**config.mk**
```make
export PLATFORM = sky130hd
export DESIGN_NAME = dmem_stream_loader
export DESIGN_NICKNAME = d
export VERILOG_FILES = /design/src/rtl/dmem_stream_loader.sv
export SDC_FILE = /design/constraint.sdc
export NUM_CORES = 1
export LEC_CHECK = 0
export ABC_CLOCK_PERIOD_IN_PS = 2790
export CORE_MARGIN = 4
export CORE_UTILIZATION = 36
export CTS_BUF_LIST = sky130_fd_sc_hd__clkbuf_4
export CTS_CLUSTER_DIAMETER = 60
export CTS_CLUSTER_SIZE = 12
export DETAILED_ROUTE_END_ITERATION = 10
export SLEW_MARGIN = 10
export SYNTH_ARGS = -nofsm -noshare
export SYNTH_HDL_FRONTEND = slang
export SYNTH_SLANG_ARGS = --single-unit
```
**constraint.sdc**
```tcl
create_clock -name clk -period 2.79 [get_ports clk]
set_clock_uncertainty 0.05 [all_clocks]
set_input_delay 0.558 -clock clk [delete_from_list [all_inputs] [get_ports clk]]
set_output_delay 0.558 -clock clk [all_outputs]
set_load 0.01 [all_outputs]
```
**src/rtl/dmem_stream_loader.sv**
```systemverilog
// ---------------------------------------------------------------------------
// dmem_stream_loader
//   Takes a valid/ready word stream and writes it into core data memory via
//   the top-level tb-write port. The loader owns the memory address mux while
//   loading. After the last word it hands the mux back to the core and pulses
//   START to launch the matmul.
//
// Ports
//   clk              system clock, rising edge
//   RESET            asynchronous, active-high reset
//   load_go          1-cycle load request, sampled only while idle
//   load_len         number of words to load, latched on load_go
//   s_data/s_valid   stream word and its valid flag
//   s_ready          loader accepts a word this cycle (depends on state only)
//   current_addr     data-memory write address
//   mem_data         data-memory write data
//   write_from_tb    data-memory write strobe, WR_PULSE cycles per word
//   addr_mux_select  0 = core owns memory, 1 = loader owns memory
//   START            1-cycle core start pulse after the last word
//   busy             high whenever the loader is not idle
//   load_done        1-cycle pulse, coincident with START
//   len_err          1-cycle pulse after load_go with load_len 0 or > DMEM_SIZE
// ---------------------------------------------------------------------------
module dmem_stream_loader #(
  parameter int DATA_W    = 16,
  parameter int ADDR_W    = 16,
  parameter int DMEM_SIZE = 1000,
  parameter int WR_PULSE  = 2
) (
  input  logic              clk,
  input  logic              RESET,
  input  logic              load_go,
  input  logic [ADDR_W-1:0] load_len,
  input  logic [DATA_W-1:0] s_data,
  input  logic              s_valid,
  output logic              s_ready,
  output logic [ADDR_W-1:0] current_addr,
  output logic [DATA_W-1:0] mem_data,
  output logic              write_from_tb,
  output logic [1:0]        addr_mux_select,
  output logic              START,
  output logic              busy,
  output logic              load_done,
  output logic              len_err
);

  localparam int CNT_W = (WR_PULSE > 1) ? $clog2(WR_PULSE) : 1;
  localparam logic [ADDR_W:0] MAX_LEN = (ADDR_W+1)'(DMEM_SIZE);

  typedef enum logic [2:0] {
    S_IDLE,
    S_WAIT,
    S_SETUP,
    S_WRITE,
    S_HOLD,
    S_KICK
  } state_t;

  state_t state_q, state_d;

  logic [ADDR_W-1:0] len_q;
  logic [CNT_W-1:0]  cnt_q;
  logic              len_ok;
  logic              last_word;
  logic              pulse_last;
  logic              len_err_q;

  assign len_ok     = (load_len != '0) && ({1'b0, load_len} <= MAX_LEN);
  assign last_word  = (current_addr == (len_q - ADDR_W'(1)));
  assign pulse_last = (cnt_q == CNT_W'(WR_PULSE - 1));

  always_ff @(posedge clk or posedge RESET) begin
    if (RESET) state_q <= S_IDLE;
    else       state_q <= state_d;
  end

  always_comb begin
    state_d = state_q;
    unique case (state_q)
      S_IDLE:  if (load_go && len_ok) state_d = S_WAIT;
      S_WAIT:  if (s_valid)           state_d = S_SETUP;
      S_SETUP:                        state_d = S_WRITE;
      S_WRITE: if (pulse_last)        state_d = S_HOLD;
      S_HOLD:  state_d = last_word ? S_KICK : S_WAIT;
      S_KICK:                         state_d = S_IDLE;
      default:                        state_d = S_IDLE;
    endcase
  end

  // Strobe, mux and pulses are decoded from the state register alone so that
  // an asynchronous reset drops them in the same cycle.
  always_comb begin
    s_ready         = 1'b0;
    write_from_tb   = 1'b0;
    addr_mux_select = 2'd0;
    START           = 1'b0;
    load_done       = 1'b0;
    busy            = (state_q != S_IDLE);
    unique case (state_q)
      S_WAIT: begin
        s_ready         = 1'b1;
        addr_mux_select = 2'd1;
      end
      S_SETUP, S_HOLD: addr_mux_select = 2'd1;
      S_WRITE: begin
        addr_mux_select = 2'd1;
        write_from_tb   = 1'b1;
      end
      S_KICK: begin
        START     = 1'b1;
        load_done = 1'b1;
      end
      default: ;
    endcase
  end

  assign len_err = len_err_q;

  // Address and data persist across IDLE; only a legal load_go clears the address.
  always_ff @(posedge clk or posedge RESET) begin
    if (RESET) begin
      len_q        <= '0;
      current_addr <= '0;
      mem_data     <= '0;
      cnt_q        <= '0;
      len_err_q    <= 1'b0;
    end else begin
      len_err_q <= (state_q == S_IDLE) && load_go && !len_ok;
      unique case (state_q)
        S_IDLE: if (load_go && len_ok) begin
          len_q        <= load_len;
          current_addr <= '0;
        end
        S_WAIT:  if (s_valid) mem_data <= s_data;
        S_SETUP: cnt_q <= '0;
        S_WRITE: if (!pulse_last) cnt_q <= cnt_q + CNT_W'(1);
        S_HOLD:  if (!last_word) current_addr <= current_addr + ADDR_W'(1);
        default: ;
      endcase
    end
  end

endmodule

```
==> summary.md <==
| Metric | Value |
|---|---|
| Status | complete, but fails checks |
| Failing checks | setup timing |
| Unrepaired setup endpoints after global routing | true |
| GPL Wtd Cong | around 0.85 |
| Pre-CTS WS | -147.4 ps |
| GRT Total Usage | 16.77% |
| Total power | between 3 and 4 mW |
| Commonest cells after routing, fill and taps aside | clkdlybuf4s50_1, dfrtp_1, buf_4 |
| Largest net degree at the start of global routing | 30 |
| CP Launch Type | flip-flop |
| Setup ws final | -149.3 ps |
| Core Area | just over 8000 um2 |
| Clk sinks | 53 |
| Fin nets | around 450 |
| Top Ports | 76 |
| Leak Pwr | approximately 1.7 nW |
| Cell Area, Placed | ~4000 um2 |
| Cell Count Post-Placement | just over 500 |
| Warnings from Yosys | 0 |
| DRT Pass-1 Iters | 4 |
| Hold Vio Cnt, Final | 0 |
| Grt ovf | 0 |
| CP endpoint kind | flip-flop |
| Yosys reg bits | 53 |
| Post-synthesis sequential area ratio | ~44% |
| Die Y | between 90 and 100 um |
| Least-Margin Pin Slew | roughly 570 ps |
| Cts bufs inserted | 5 |
| PD cells | approximately 710 nW/um2 |
| First-pass GRT wire length | between 10000 and 15000 um |
| Antenna-violating nets left | 0 |
| TritonCTS clock tree | done |
| Tmin final | ~3000 ps |
| Final WL | 8297 um |
| Maximum clock insertion buffer count | 2 |
| Synth Flop Type | dfrtp_1 |
| Most common cell after layout, fill and taps aside | clkdlybuf4s50_1 |
| Clk_lat worst skew | approximately 380 ps |
| Post-synth EDFFs | 0 |
| Starting Density | 36.98% |
| Share of cells above drive strength 1 | 19.95% |
| Final non-filler cell total | about 520 |
| WP data required | roughly 3000 ps |
| H-tree levels | 2 |
| Util after Layout | 51.73% |
| Die W | 99.64 um |
| Synth cell types | 52 |
| Area grow syn2layout | 39.90% |
| Via-per-instance ratio | between 5 and 6 |
| Post-detail-place hpwl | between 6000 and 7000 um |
| # DRC | 0 |
| Syn avg cell area | 9.506 um2 |
| Ys async rst share | 100.0% |
| Setup TNS | -1489 ps |
| Max-slew violation count | 0 |
| FP Rows | 33 |
| Antenna diodes | 0 |
| Worst hold slack | 473.7 ps |
| Via Count | between 2k and 3k |
| Antenna violations before repair | 0 |
| Post-synth net total | between 300 and 400 |
| Clock root buffer master | clkbuf_4 |
| DRT iter0 DRCs | approximately 140 |
| Synthesized area | around 3000 um2 |
| Worst Setup Path Type | flip-flop to flip-flop |
| Peak supply drop | ~450 uV |
| DR WL/cell | 15.93 um |
| Worst hold path class | flip-flop to flip-flop |
| Max Cap Violations | 0 |
| Worst-path fanout max | 8 |
| Clock slew at reported path FFs | approximately 160 ps |
| CP arrival | 3180 ps |
| Worst slew margin | 61.41% |
| Finished Cell Area | 4229 um2 |
| Fin crit share | 105.4% |
| Reg2Reg Depth | 10 |
| Syn Inst Count | 318 |
| Fmax | 0.3402 GHz |
| Cells on Worst Hold Path | 1 |
| Die area | slightly below 10000 um2 |
| # setup viols final | 16 |
| I/O Buffers | 74 |
| Vias in the first global route | 2762 |
## critical path, stage by stage (launching register included)
cell and delay (ps):
dfrtp_1 430, or4_4 570, or4_4 520, o32ai_2 220, o211ai_1 170, nor4_4 350
buf_12 170, buf_8 120, buf_6 90, or4_1 90, nand2_1 60
## state kept, by name, indices dropped and copies added (netlist names)
register      flops
current_addr     16
len_q            16
mem_data         16
state_q           3
cnt_q             1
len_err           1
## cell families after synthesis
logic type	share of synthesized area, %
other	0.1241
DFF	43.87
AOI/OAI and AO/OA	15.52
xor gates and xnor gates	4.056
muxes	6.291
and+or+nand+nor	23.68
adders and majority gates	0.8277
buffers and inverters	5.629
## what timing repair did
| item | in CTS | in global routing |
|---|---|---|
| setup buffers | 1 | 3 |
| hold buffers | 0 | 0 |
| hold endpoints to repair | 0 | 0 |
| gates resized for setup | 3 | 14 |
| endpoints found under the setup margin | 16 | 17 |
| pin swaps | 6 | 14 |
## cell type report
type	instances	area, um2
tap	105	131.4
sequential	53	1326
clock inverter	2	11.26
inverter	12	47.55
multi-input combinational	230	1582
fill	742	3946
clock buffer	5	37.54
timing repair buffer	114	1094
## power by group
part	internal, mW	leakage [nW]	switching, mW
clock network	0.0912	0.0247	0.249
registers	0.992	0.621	0.201
logic	0.841	1.07	0.637
total	1.92	1.71	1.09
## Yosys cell counts (3+ instances only)
master / n / area [um2]
nand2_1: 33 / 123.9
dfrtp_1: 53 / 1326
and3_1: 8 / 50.05
nor4_1: 10 / 62.56
clkbuf_1: 14 / 52.55
o21ai_0: 14 / 70.07
a211o_1: 3 / 26.28
o211ai_1: 9 / 67.56
nor3_1: 6 / 30.03
nand2b_1: 3 / 18.77
buf_4: 6 / 45.04
nor2_1: 10 / 37.54
a31oi_1: 3 / 18.77
a21oi_1: 12 / 60.06
o31ai_1: 7 / 52.55
xnor2_1: 11 / 96.34
nand4_1: 8 / 50.05
inv_1: 12 / 45.04
and2_1: 8 / 50.05
nand3_1: 15 / 75.07
mux2_2: 16 / 180.2
or3_1: 7 / 43.79
nor3b_1: 5 / 37.54
xor2_1: 3 / 26.28
a31o_2: 3 / 26.28
or4_1: 7 / 52.55
## path summary, 6_finish.rpt
check                             start               to  slack [ps]
hold / removal             mem_data[12]     mem_data[12]         470
hold reg to reg            mem_data[12]     mem_data[12]         470
setup reg to reg               len_q[3]  current_addr[5]        -150
setup / recovery               len_q[3]  current_addr[5]        -150
max in group asynchronous         RESET      mem_data[6]        1670
min in group asynchronous         RESET     mem_data[12]         480
## per-layer routing
layer / share of wire (%) / global-route usage (%) / vias up
met2: 48 / 28.31 / 89
met3: 7.7 / 4.909 / 9
met5: 0 / 0 / -
met1: 44 / 20.76 / 1358
met4: 1.0 / 4.937 / 0
li1: - / - / 1358
No activity file was read; power rests on OpenSTA's default activity.
